--- config.mk ---
export PLATFORM = sky130hd
export DESIGN_NAME = registro_desplazable
export DESIGN_NICKNAME = d
export VERILOG_FILES = /design/src/rtl/regdesp_pkg.sv /design/src/rtl/regdesp_next.sv /design/src/rtl/registro_desplazable.sv
export SDC_FILE = /design/constraint.sdc
export NUM_CORES = 1
export LEC_CHECK = 0
export CAP_MARGIN = 10
export CORE_AREA = 2 2 39 41
export DETAILED_ROUTE_END_ITERATION = 8
export DIE_AREA = 0 0 41 43
export PLACE_DENSITY_LB_ADDON = 0.3
export REMOVE_ABC_BUFFERS = 1
export SYNTH_ARGS = -nofsm -noshare
export SYNTH_HDL_FRONTEND = slang
export SYNTH_SLANG_ARGS = --single-unit
--- constraint.sdc ---
create_clock -name clk -period 3.8 [get_ports clk]
set_clock_uncertainty 0.2 [all_clocks]
set_input_delay 0.95 -clock clk [delete_from_list [all_inputs] [get_ports clk]]
set_output_delay 0.95 -clock clk [all_outputs]
set_load 0.01 [all_outputs]
--- src/rtl/regdesp_pkg.sv ---
// ----------------------------------------------------------------------------
// regdesp_pkg
//   Shared encodings for the universal shift register (registro_desplazable).
//   MODO_* : operation select values driven on the MODO port.
//   DIR_*  : shift/rotate direction values driven on the DIR port.
// ----------------------------------------------------------------------------
package regdesp_pkg;

    localparam logic [1:0] MODO_SHIFT = 2'b00;
    localparam logic [1:0] MODO_ROT   = 2'b01;
    localparam logic [1:0] MODO_LOAD  = 2'b10;
    localparam logic [1:0] MODO_HOLD  = 2'b11;

    localparam logic DIR_LEFT  = 1'b0;  // toward MSB
    localparam logic DIR_RIGHT = 1'b1;  // toward LSB

endpackage : regdesp_pkg

--- src/rtl/regdesp_next.sv ---
// ----------------------------------------------------------------------------
// regdesp_next
//   Purely combinational next-state logic for the universal shift register.
//   Given the current contents and the operation controls, it produces the
//   value Q and S_OUT take on the next enabled clock edge.
//
// Ports
//   q          in   WIDTH  current register contents
//   s_out      in   1      current serial output (kept on HOLD)
//   d          in   WIDTH  parallel load data
//   s_in       in   1      serial input bit
//   dir        in   1      0 = left (toward MSB), 1 = right (toward LSB)
//   modo       in   2      operation select
//   q_next     out  WIDTH  next register contents
//   s_out_next out  1      next serial output bit
// ----------------------------------------------------------------------------
module regdesp_next
    import regdesp_pkg::*;
#(
    parameter int WIDTH = 4
) (
    input  logic [WIDTH-1:0] q,
    input  logic             s_out,
    input  logic [WIDTH-1:0] d,
    input  logic             s_in,
    input  logic             dir,
    input  logic [1:0]       modo,
    output logic [WIDTH-1:0] q_next,
    output logic             s_out_next
);

    always_comb begin
        // NOTE: both outputs get a default before the case so every path
        // assigns them; a missing assignment here would infer a latch.
        q_next     = q;
        s_out_next = s_out;

        unique case (modo)
            MODO_SHIFT: begin
                if (dir == DIR_LEFT) begin
                    q_next     = {q[WIDTH-2:0], s_in};
                    s_out_next = q[WIDTH-1];
                end else begin
                    q_next     = {s_in, q[WIDTH-1:1]};
                    s_out_next = q[0];
                end
            end
            MODO_ROT: begin
                if (dir == DIR_LEFT) begin
                    q_next = {q[WIDTH-2:0], q[WIDTH-1]};
                end else begin
                    q_next = {q[0], q[WIDTH-1:1]};
                end
                s_out_next = 1'b0;
            end
            MODO_LOAD: begin
                q_next     = d;
                s_out_next = 1'b0;
            end
            MODO_HOLD: begin
                q_next     = q;
                s_out_next = s_out;
            end
            default: begin
                // Unknown select values hold state rather than propagate X.
                q_next     = q;
                s_out_next = s_out;
            end
        endcase
    end

endmodule : regdesp_next

--- src/rtl/registro_desplazable.sv ---
// ----------------------------------------------------------------------------
// registro_desplazable
//   Universal WIDTH-bit shift register: parallel load, serial shift, rotate
//   and hold, in either direction. Serial data enters on S_IN; the bit pushed
//   out by a shift appears on S_OUT. This level only holds the flops and the
//   rst/ENB gating; the operation itself lives in regdesp_next.
//
// Ports
//   clk    in   1      clock, all updates on posedge
//   rst    in   1      synchronous active-high reset (priority over all)
//   ENB    in   1      enable; 0 holds Q and S_OUT
//   DIR    in   1      0 = left (toward MSB), 1 = right (toward LSB)
//   S_IN   in   1      serial input bit
//   MODO   in   2      00 shift, 01 rotate, 10 load, 11 hold
//   D      in   WIDTH  parallel load data
//   Q      out  WIDTH  register contents (registered)
//   S_OUT  out  1      serial output bit (registered)
// ----------------------------------------------------------------------------
module registro_desplazable
    import regdesp_pkg::*;
#(
    parameter int WIDTH = 4
) (
    input  logic             clk,
    input  logic             rst,
    input  logic             ENB,
    input  logic             DIR,
    input  logic             S_IN,
    input  logic [1:0]       MODO,
    input  logic [WIDTH-1:0] D,
    output logic [WIDTH-1:0] Q,
    output logic             S_OUT
);

    logic [WIDTH-1:0] q_r;
    logic             s_out_r;
    logic [WIDTH-1:0] q_next;
    logic             s_out_next;

    regdesp_next #(
        .WIDTH (WIDTH)
    ) u_next (
        .q          (q_r),
        .s_out      (s_out_r),
        .d          (D),
        .s_in       (S_IN),
        .dir        (DIR),
        .modo       (MODO),
        .q_next     (q_next),
        .s_out_next (s_out_next)
    );

    always_ff @(posedge clk) begin
        // NOTE: non-blocking assignments so every flop samples the values
        // from before this edge, independent of statement order.
        if (rst) begin
            q_r     <= '0;
            s_out_r <= 1'b0;
        end else if (ENB) begin
            q_r     <= q_next;
            s_out_r <= s_out_next;
        end
    end

    assign Q     = q_r;
    assign S_OUT = s_out_r;

endmodule : registro_desplazable

# [Word-level counts from Yosys, hierarchy flattened]
# Cells that the tools add are included.
[totals] register_bits=5 inputBits=11 out_inout_bits=5 wordCells=14
[classes] eq_ne=3 mux=5 bitwise_logic=1 reduce_logical=3
[op_table] operator="4-bit one-hot mux with 3 select lines" count=1
[op_table] operator="4-bit two-way mux" count=2
[op_table] operator="2-bit == test, second input constant" count=2
[op_table] operator="2-bit by 1-bit == test with 1-bit output, second input constant" count=1
[op_table] operator="2-bit zero test" count=1
[op_table] operator="1-bit one-hot mux with 2 select lines" count=1
[op_table] operator="2-bit AND reduction" count=1
[op_table] operator="2-bit OR reduction" count=1
[op_table] operator="1-bit two-way mux" count=1
[op_table] operator="1-bit inverter" count=1

# [Depth between registers and ports, before layout]
# Gate-level depths: netlist (run 1).
[logic_depth] ltp_word=3 mapped_depth=5 depth_no_buf=5

# [By module]
# A second synthesis (run 1) with hierarchy kept.
[hier_totals] cells_unflattened=34 hier_area_um2=371.6
[by_module_without_submodules] module="regdesp_next" n_inst=1 cells_each=18 area_each_um2=191.4 seq_area_each_um2=0.0
[by_module_without_submodules] module="registro_desplazable" n_inst=1 cells_each=16 area_each_um2=180.2 seq_area_each_um2=100.1

# [Worst setup path before layout (run 1)]
# OpenSTA, ideal clock, no wires.
[synth_timing] path_type="input -> register" startpoint="input MODO[0]" endpoint="register q_r[2], in the netlist Q[2]" setup_ns=0.121 arrival_ns=1.899 required_time_ns=3.479 setup_slack_ns=1.580 path_stages=5 n_path_buf=0 path_cell_list="inv_1 ha_1 or2_2 a221oi_2 nor3_1"
[synth_between] elab_chain_cells=3 word_cells_on_any_way=7 cone_classes="eq/ne: 3; mux: 1; bitwise: 1; reduce/logical: 2"
[synth_lines] item="from (decl)" line="registro_desplazable.sv:29" rtl="input logic [1:0] MODO,"
[synth_lines] item="parallel branches: the longest is 3 deep, another holds 4-bit one-hot mux with 3 select lines"
[synth_lines] item="to (signal assigned)" line="registro_desplazable.sv:60" rtl="q_r <= q_next;"
[synth_lines] item="to (decl)" line="registro_desplazable.sv:35" rtl="logic [WIDTH-1:0] q_r;"
# Parallel ways; which one is timed is not known.
# A chain may end at the register's enable or synchronous reset.

# [Worst setup path after layout (run 1)]
[layout_timing] startpoint="input MODO[0]" endpoint="register q_r[3], in the netlist Q[3]"
# Same word-level chain as after synthesis.

==> results.md, run 1 <==
* Final Hold Violating Endpoints at 0
* Post-route ant nets at 0
* Status: finished, final reports clean
* Slowest stage delay, CP at 0.51 ns
* H-tree Lvls at 1
* Post-CTS Setup Repair Bufs at 0
* Dominant cell type by area after synthesis: dfxtp_1
* Die Wd at 41 µm
* Crit path DAT at 2.57 ns
* Yosys cell types at 19
* Max IR drop VDD at 140 µV
* Register area share after synthesis at 0.269
* Post-synth EDFFs at 0
* Slew at the pin closest to its max-slew limit at 0.331 ns
* Fillcell total at 152
* Worst EP required at 3.73 ns
* Max cap viols at 0
* Slowest stage cell on the critical path: clkdlybuf4s50_1
* Relative slew margins at 0.779
* FMAX at 379 MHz
* Metal2 WL at 472 µm
* Clock tree buffer depth at 2
* CP endpoint kind: flop
* CTS hold repair buffers at 0
* Setup CP Type: input pin to flop
* Layout area overhead at 52.9%
* Fraction of layout cells with a size suffix above 1 at 0.230
* Count of cells resized by post-cts repair at 0
* Power per cell area at 291 nW/µm²
* Num CTS Buffers at 3
* Post-DP HPWL at 715 µm
* Multi-input gate area at 264 µm²
* Worst path cell trace: clkdlybuf4s50_1 > inv_1 > ha_1 > and2b_1 > a21oi_1 > a311oi_1
* Clock-pin slew on the worst setup and hold paths at 0.04 ns
* WL per Instance at 11.2 µm
* Sequential cell area at 100 µm²
* Die area at 1760 µm²
* Routed vias at 371
* Highest Signal Layer: met3
* Leak Pwr at 0.234 nW
* First-pass GRT wire length at 1390 µm
* Number of port buffers at 15
* Main area contributors after synthesis: dfxtp_1, ha_1, a221oi_2
* Post-synth ARST share at 0
* Synth Flop Type: dfxtp_1
* Top delay family on crit path: buffers and inverters
* Hold Crit Class: flop to flop
* Drt first pass iters at 4
* DRT Wirelength at 860 µm
* Vias/cell at 4.82
* Root buffer cell: clkbuf_4
* Ys Warns at 0
* N_diodes at 0
* Worst-path maximum fanout at 6
* Layout Utilization at 0.410
* Post-Syn Instances at 42
* Initial Utilization at 0.269
* Final setup fails at 0
* Final Power at 0.000165 W
* Clk Latency, worst-skew pair at 0.23 ns
* Die Y-Extent at 43 µm
* GRT overflow at 0
* Rows at 14
* RSZ-0062 raised after global routing: no
* Largest net degree at the start of global routing at 9
* Met1 WL at 350 µm
* Flops & latches, synth at 5
* Core Box Area at 1380 µm²
* Routability cong. at 0.761
* Fin crit period at 2.64 ns
* Slew Limit Fails at 0
* Hold slack final at 0.250 ns
* WP buf/inv at 2
* DR WL met3 at 37 µm
* Starting DRT DRC Count at 7
* # IOs at 16
* DRC errors left at 0
* Initial antenna violation count at 0
* Syn Area/Cell at 8.85 µm²
* Mapped cell area at 372 µm²
* Vias in the first global route at 332
* CTS Sinks at 5
* Final net count at 76
* CTS tree: done
* Worst Setup Start Kind: input pin
* Setup TNS at 0 ns
* Period utilization at 0.694
* GR Util All Layers at 0.118
* Top-area cell type share of the netlist area at 0.269
==> per-stage QoR <==
stage | cells | cell area (µm²) | setup WS (ns)
4_1_cts | 77 | 568 | 1.13
2_1_floorplan | 42 | 372 | 1.58
3_3_place_gp | 73 | 542 | 0.987
5_1_grt | 77 | 568 | 1.04
6_report | 77 | 568 | 1.16
3_5_place_dp | 73 | 542 | 0.926
==> final cells by class <==
type	count	share of cell area
sequential	5	0.176
timing repair buffer	15	0.264
tap	16	0.0352
inverter	2	0.0132
multi-input combinational	35	0.465
clock buffer	4	0.0463
==> cells by family after synthesis <==
family,after synthesis,share of synthesized area
AND/OR/NAND/NOR,18,0.296
AO/OA/AOI/OAI,12,0.242
multiplexers,2,0.0707
buffers and inverters,2,0.0202
adder cells (fa/ha/maj),3,0.101
flip-flops,5,0.269
==> cells in the final DEF (no fill, tap or decap) <==
master / netlist / routed
mux2_4: 1 / 1
nand2_1: 1 / 1
clkdlybuf4s50_1: 0 / 15
and2b_1: 1 / 1
or2_2: 1 / 1
o21ai_0: 4 / 4
nor2_1: 4 / 4
o211ai_1: 1 / 1
clkbuf_1: 0 / 1
inv_1: 2 / 2
mux2_2: 1 / 1
nand2b_1: 1 / 1
and2b_2: 3 / 3
dfxtp_1: 5 / 5
nor2b_1: 2 / 2
clkbuf_4: 0 / 3
a311oi_1: 2 / 2
a221oi_2: 2 / 2
and2_2: 3 / 3
nor3_1: 2 / 2
ha_1: 3 / 3
a21oi_1: 3 / 3
==> metal layers <==
metal  GRT usage  vias to the layer above
met1       0.157                      172
met3      0.0471                        0
met4      0.0200                        0
met5           0                        -
met2       0.178                       11
li1            -                      188
==> registers in the layout, summed over array words and instances (netlist names) <==
name and flops:
Q 4, S_OUT 1
==> tightest hold or removal path, delay by kind of cell, from the launching register on <==
kind,cells,cell delay [ns]
AO/OA/AOI/OAI,1,0.05
flip-flops,1,0.30
AND/OR/NAND/NOR,1,0.05
==> cell usage after synthesis, drive strengths merged, types with 2 or more instances <==
cell,n
o21ai,4
mux2,2
a21oi,3
nor2,4
and2b,4
nor3,2
a221oi,2
and2,3
ha,3
dfxtp,5
inv,2
a311oi,2
nor2b,2
==> path summary, 6_finish.rpt <==
check	end	slack (ns)	from	cells after the start
setup / recovery	Q[3]	1.16	MODO[0]	6
setup reg to reg	Q[2]	2.55	Q[1]	3
hold reg to reg	S_OUT	0.25	S_OUT	2
hold / removal	S_OUT	0.25	S_OUT	2
==> report_power, final <==
part	leakage [nW]	switching, W	total [W]	internal [W]
combinational	0.177	0.0000188	0.0000461	0.0000273
sequential	0.0411	0.00000315	0.0000593	0.0000562
clock	0.0150	0.0000204	0.0000600	0.0000396
(Power assumes the default switching activity.)
==> inputs of run 2 (changes only) <==
==> constraint.sdc (replaced) <==
create_clock -name clk -period 2.1 [get_ports clk]
set_clock_uncertainty 0.2 [all_clocks]
set_input_delay 0.525 -clock clk [delete_from_list [all_inputs] [get_ports clk]]
set_output_delay 0.525 -clock clk [all_outputs]
set_load 0.01 [all_outputs]
==> run 2 against run 1 <==
  * Clock-buffer cell count did not move
  * Sequential share of layout area fell by 1.5 points
  * Utilization rose by 3.9 points
  * Non-clock buffer count rose by 5
  * Largest cell class unchanged
  * Largest power group unchanged
==> results.md, run 2 (synthesized netlist as in run 1, its figures left out) <==
* Initial antenna violation count at 0 (unchanged)
* Number of port buffers at 15 (unchanged)
* Post-route ant nets at 0 (unchanged)
* Clock tree buffer depth at 2 (unchanged)
* Routability cong. at 0.747 (-1.9%)
* Period utilization at 0.959
* First-pass GRT wire length at 1460 µm (+5.0%)
* Max IR drop VDD at 205 µV (+46%)
* Worst Setup Start Kind: input pin
* Slowest stage cell on the critical path: clkdlybuf4s50_1
* Largest net degree at the start of global routing at 6 (-3)
* Post-CTS Setup Repair Bufs at 0 (unchanged)
* Relative slew margins at 0.826 (+0.0474)
* Clock-pin slew on the worst setup and hold paths at 0.04 ns (about the same)
* Worst path cell trace: clkdlybuf4s50_1 > inv_1 > ha_4 > and2b_2 > a221oi_2 > nor3_1
* Slowest stage delay, CP at 0.47 ns (-0.04 ns)
* Slew Limit Fails at 0 (unchanged)
* Worst EP required at 2.03 ns (-1.70 ns)
* Root buffer cell: clkbuf_4
* Status: finished, final reports clean
* DRC errors left at 0 (unchanged)
* H-tree Lvls at 1 (unchanged)
* Die Y-Extent at 43 µm (unchanged)
* FMAX at 496 MHz
* RSZ-0062 raised after global routing: no
* CTS Sinks at 5 (unchanged)
* GRT overflow at 0 (unchanged)
* CTS tree: done
* Placed Cells at 78 (+6.8%)
* Hold Crit Class: flop to flop
* Core Box Area at 1380 µm² (unchanged)
* N_diodes at 0 (unchanged)
* Die Wd at 41 µm (unchanged)
* Post-route insts no fill at 82 (+6.5%)
* Routed vias at 394 (+6.2%)
* Post-DP HPWL at 756 µm (+5.8%)
* Most frequent cells in the layout: clkdlybuf4s50_1, dfxtp_1, buf_4, and2b_2, nor2_1
* Max cap viols at 0 (unchanged)
* Vias/cell at 4.80 (-0.28%)
* # IOs at 16 (unchanged)
* Final Power at 0.000316 W (+91%)
* Hold slack final at 0.247 ns (-0.00245 ns)
* Rows at 14 (unchanged)
* DRT Wirelength at 878 µm (+2.1%)
* Worst-path maximum fanout at 4 (-2)
* Final setup fails at 0 (unchanged)
* Layout area overhead at 67.3%
* Fraction of layout cells with a size suffix above 1 at 0.318 (+0.0887)
* Drt first pass iters at 3 (-1)
* Num CTS Buffers at 3 (unchanged)
* Slew at the pin closest to its max-slew limit at 0.261 ns (-0.0705 ns)
* Power per cell area at 508 nW/µm² (+74%)
* Crit path DAT at 1.94 ns (-0.63 ns)
* Leak Pwr at 0.266 nW (+14%)
* Starting DRT DRC Count at 10 (+3)
* GR Util All Layers at 0.121 (+0.00301)
* Initial Utilization at 0.269 (unchanged)
* Max FFs per register at 4 (unchanged)
* WP buf/inv at 2 (unchanged)
* Commonest non-fill, non-tap cell in the layout: clkdlybuf4s50_1
* Top delay family on crit path: buffers and inverters
* Vias in the first global route at 376 (+13%)
* Clk Latency, worst-skew pair at 0.24 ns (about the same)
* WL per Instance at 10.7 µm (-4.1%)
* Die area at 1760 µm² (unchanged)
* CP endpoint kind: flop
* Final net count at 81 (+6.6%)
* Fin crit period at 2.01 ns
* Setup CP Type: input pin to flop
* Final Hold Violating Endpoints at 0 (unchanged)
-- run 2: metal layers --
metal / up-vias / track usage / share of wire
li1: 198 / - / -
met1: 184 / 0.128 / 0.41
met2: 12 / 0.216 / 0.53
met3: 0 / 0.0471 / 0.065
met4: 0 / 0.0200 / 0
met5: - / 0 / 0
-- run 2: tightest hold or removal path: cells and delay by family, from the launching register on --
family	cells	cell delay (ns)
compound gates	1	0.05
simple gates	1	0.05
flops	1	0.30
-- run 2: repair_timing --
action                     in CTS  in global routing
resized for setup               0                  5
setup endpoints to repair       0                  4
hold buffers                    0                  0
-- run 2: metrics by stage --
step / setup WS, ns / TNS (ns) / instance area (µm²) / utilization
floorplan: 0.305 / 0 / 372 / -
global placement: -0.203 / -0.749 / 579 / 0.419
detailed placement: -0.225 / -0.853 / 579 / 0.419
CTS: 0.0276 / 0 / 606 / 0.438
global route: 0.0386 / 0 / 622 / 0.449
finish: 0.0853 / 0 / 622 / 0.449
-- run 2: cell type report --
class | instances | area, µm²
timing repair buffer | 20 | 190
multi-input combinational | 35 | 278
fill | 141 | 762
tap | 16 | 20.0
sequential | 5 | 100
inverter | 2 | 7.51
clock buffer | 4 | 26.3
-- run 2: final timing paths --
kind | from | endpoint | slack [ns] | depth (start not counted)
hold reg to reg | S_OUT | S_OUT | 0.25 | 2
hold / removal | S_OUT | S_OUT | 0.25 | 2
setup reg to reg | Q[1] | Q[2] | 0.85 | 3
setup / recovery | MODO[0] | Q[1] | 0.09 | 6
-- run 2: where the power goes --
part | internal (W) | total [W] | switching [W]
Sequential | 0.000102 | 0.000107 | 0.00000559
Clock | 0.0000720 | 0.000114 | 0.0000424
Combinational | 0.0000576 | 0.0000941 | 0.0000365
==> variant, RTL diff (settings of run 2) <==
Add an input register stage for `ENB`, `DIR`, `S_IN`, `MODO` and `D`, without a reset; this delays them by one clock.
--- a/src/rtl/registro_desplazable.sv
+++ b/src/rtl/registro_desplazable.sv
@@ -33,4 +33,18 @@
 );
 
+    logic ENB_q;
+    logic DIR_q;
+    logic S_IN_q;
+    logic [1:0] MODO_q;
+    logic [WIDTH-1:0] D_q;
+
+    always_ff @(posedge clk) begin
+        ENB_q  <= ENB;
+        DIR_q  <= DIR;
+        S_IN_q <= S_IN;
+        MODO_q <= MODO;
+        D_q    <= D;
+    end
+
     logic [WIDTH-1:0] q_r;
     logic             s_out_r;
@@ -43,8 +57,8 @@
         .q          (q_r),
         .s_out      (s_out_r),
-        .d          (D),
-        .s_in       (S_IN),
-        .dir        (DIR),
-        .modo       (MODO),
+        .d          (D_q),
+        .s_in       (S_IN_q),
+        .dir        (DIR_q),
+        .modo       (MODO_q),
         .q_next     (q_next),
         .s_out_next (s_out_next)
@@ -57,5 +71,5 @@
             q_r     <= '0;
             s_out_r <= 1'b0;
-        end else if (ENB) begin
+        end else if (ENB_q) begin
             q_r     <= q_next;
             s_out_r <= s_out_next;
Behaviour: not the same (Yosys sat finds a counterexample within 4 cycles, from zero or initial values and one cycle with rst high).
==> variant against run 2 <==
Setup slack better by 0.069 ns; worst hold slack improved by 0.0087 ns; total power grew 78%; highest routed layer is now met4; clock power increased by 66%; sequential cell count is 9 higher; cell area is 22% higher; critical path type is now reg2out; sequential share of layout area up 21 points; routed wire length increased by 8.7%; area after synthesis grew 48%; final cell count is 4.9% higher; synthesized cell count is 21% higher.
==> variant: results (changes against run 2) <==
\begin{tabular}{lr}
\hline
Metric & Value \\
\hline
\multicolumn{2}{l}{\textbf{Power}} \\
\quad Leak Pwr & 0.000316 µW (was 0.000266 µW) \\
\quad Internal power summed over all cells & 436 µW (was 231 µW) \\
\quad Worst supply voltage drop on vdd & 0.343 mV (was 0.205 mV) \\
\quad Combinational Power Share & 0.142 (was 0.298) \\
\multicolumn{2}{l}{\textbf{Critical path}} \\
\quad Number of cells traversed by the worst register-to-register path & 5 (was 3) \\
\quad RR Endpoint & Q[3]\$\_SDFFE\_PP0P\_ (was Q[2]\$\_SDFFE\_PP0P\_) \\
\quad Data arrival time of the critical path & 1.22 ns (was 1.94 ns) \\
\quad R2r startpoint & MODO\_q[0]\$\_DFF\_P\_ (was Q[1]\$\_SDFFE\_PP0P\_) \\
\quad Internal reg-to-reg setup slack & 0.37 ns (was 0.85 ns) \\
\multicolumn{2}{l}{\textbf{Global route}} \\
\quad Overall track demand over capacity in global routing & 0.141 (was 0.121) \\
\multicolumn{2}{l}{\textbf{Finish}} \\
\quad Share of cells above drive strength 1 & 0.214 (was 0.318) \\
\quad Post-layout nets & 85 (was 81) \\
\quad Total of fill cells in the finished design & 127 (was 141) \\
\quad Non-clock buffer count in the final layout & 15 (was 20) \\
\quad Clock tree cell share of total cell area & 0.0479 (was 0.0423) \\
\quad Area taken by multi-input logic gates & 264 µm² (was 278 µm²) \\
\quad Sequential cell area share & 0.370 (was 0.161) \\
\multicolumn{2}{l}{\textbf{Yosys}} \\
\quad Sequential-to-total area share from yosys stat & 0.508 (was 0.269) \\
\quad Leading cell types by count after synthesis & 14 x dfxtp\_1, 4 x nor2\_1, 4 x o21ai\_0 (was 5 x dfxtp\_1, 4 x nor2\_1, 4 x o21ai\_0) \\
\quad Leading cell types by total area after synthesis & dfxtp\_1 51\%, ha\_1 6.8\%, a221oi\_2 5.4\% (was dfxtp\_1 27\%, ha\_1 10\%, a221oi\_2 8.1\%) \\
\multicolumn{2}{l}{\textbf{Timing}} \\
\quad Tightest hold margin & 0.256 ns (was 0.247 ns) \\
\multicolumn{2}{l}{\textbf{CTS}} \\
\quad Clock transition at the register clock pins on the worst setup and hold paths after CTS & 0.08 ns (was 0.04 ns) \\
\multicolumn{2}{l}{\textbf{Drt}} \\
\quad Number of design-rule violations left by the first detailed-router iteration & 6 (was 10) \\
\quad Met2 wire length & 398 µm (was 464 µm) \\
\quad Routed length on met1 & 459 µm (was 356 µm) \\
\quad Highest signal layer in the routed design & met4 (was met3) \\
\multicolumn{2}{l}{\textbf{Place}} \\
\quad Post-DP HPWL & 724 µm (was 756 µm) \\
\multicolumn{2}{l}{\textbf{Run status}} \\
\quad Status & finished clean (unchanged) \\
\hline
\end{tabular}
[variant: cell count changes after synthesis, sizes merged]
cell          run 2  this run
dfxtp             5        14
[variant: per-stage QoR]
stage	std cells	utilization	worst slack (ns)	instance area (µm²)	total power [µW]
after detailed placement	82	0.522	0.384	722	378
after global routing	86	0.548	0.0937	758	595
after CTS	86	0.548	0.158	758	566
final	86	0.548	0.154	758	561
after floorplan	51	-	0.475	552	338
after global placement	82	0.522	0.397	722	377
[variant: per-layer routing]
metal | vias to the layer above | track usage
li1 | 217 | -
met1 | 192 | 0.179
met2 | 12 | 0.172
met3 | 5 | 0.0785
met4 | 0 | 0.100
met5 | - | 0
[variant: cells by family (layout without fill, tap and decap cells)]
logic type / count (synthesis) / in the layout / synth area share
AO/OA/AOI/OAI: 12 / 12 / 0.163
adder cells (fa/ha/maj): 3 / 3 / 0.0680
buffers and inverters: 2 / 21 / 0.0136
flip-flops: 14 / 14 / 0.508
multiplexers: 2 / 2 / 0.0476
AND/OR/NAND/NOR: 18 / 18 / 0.200
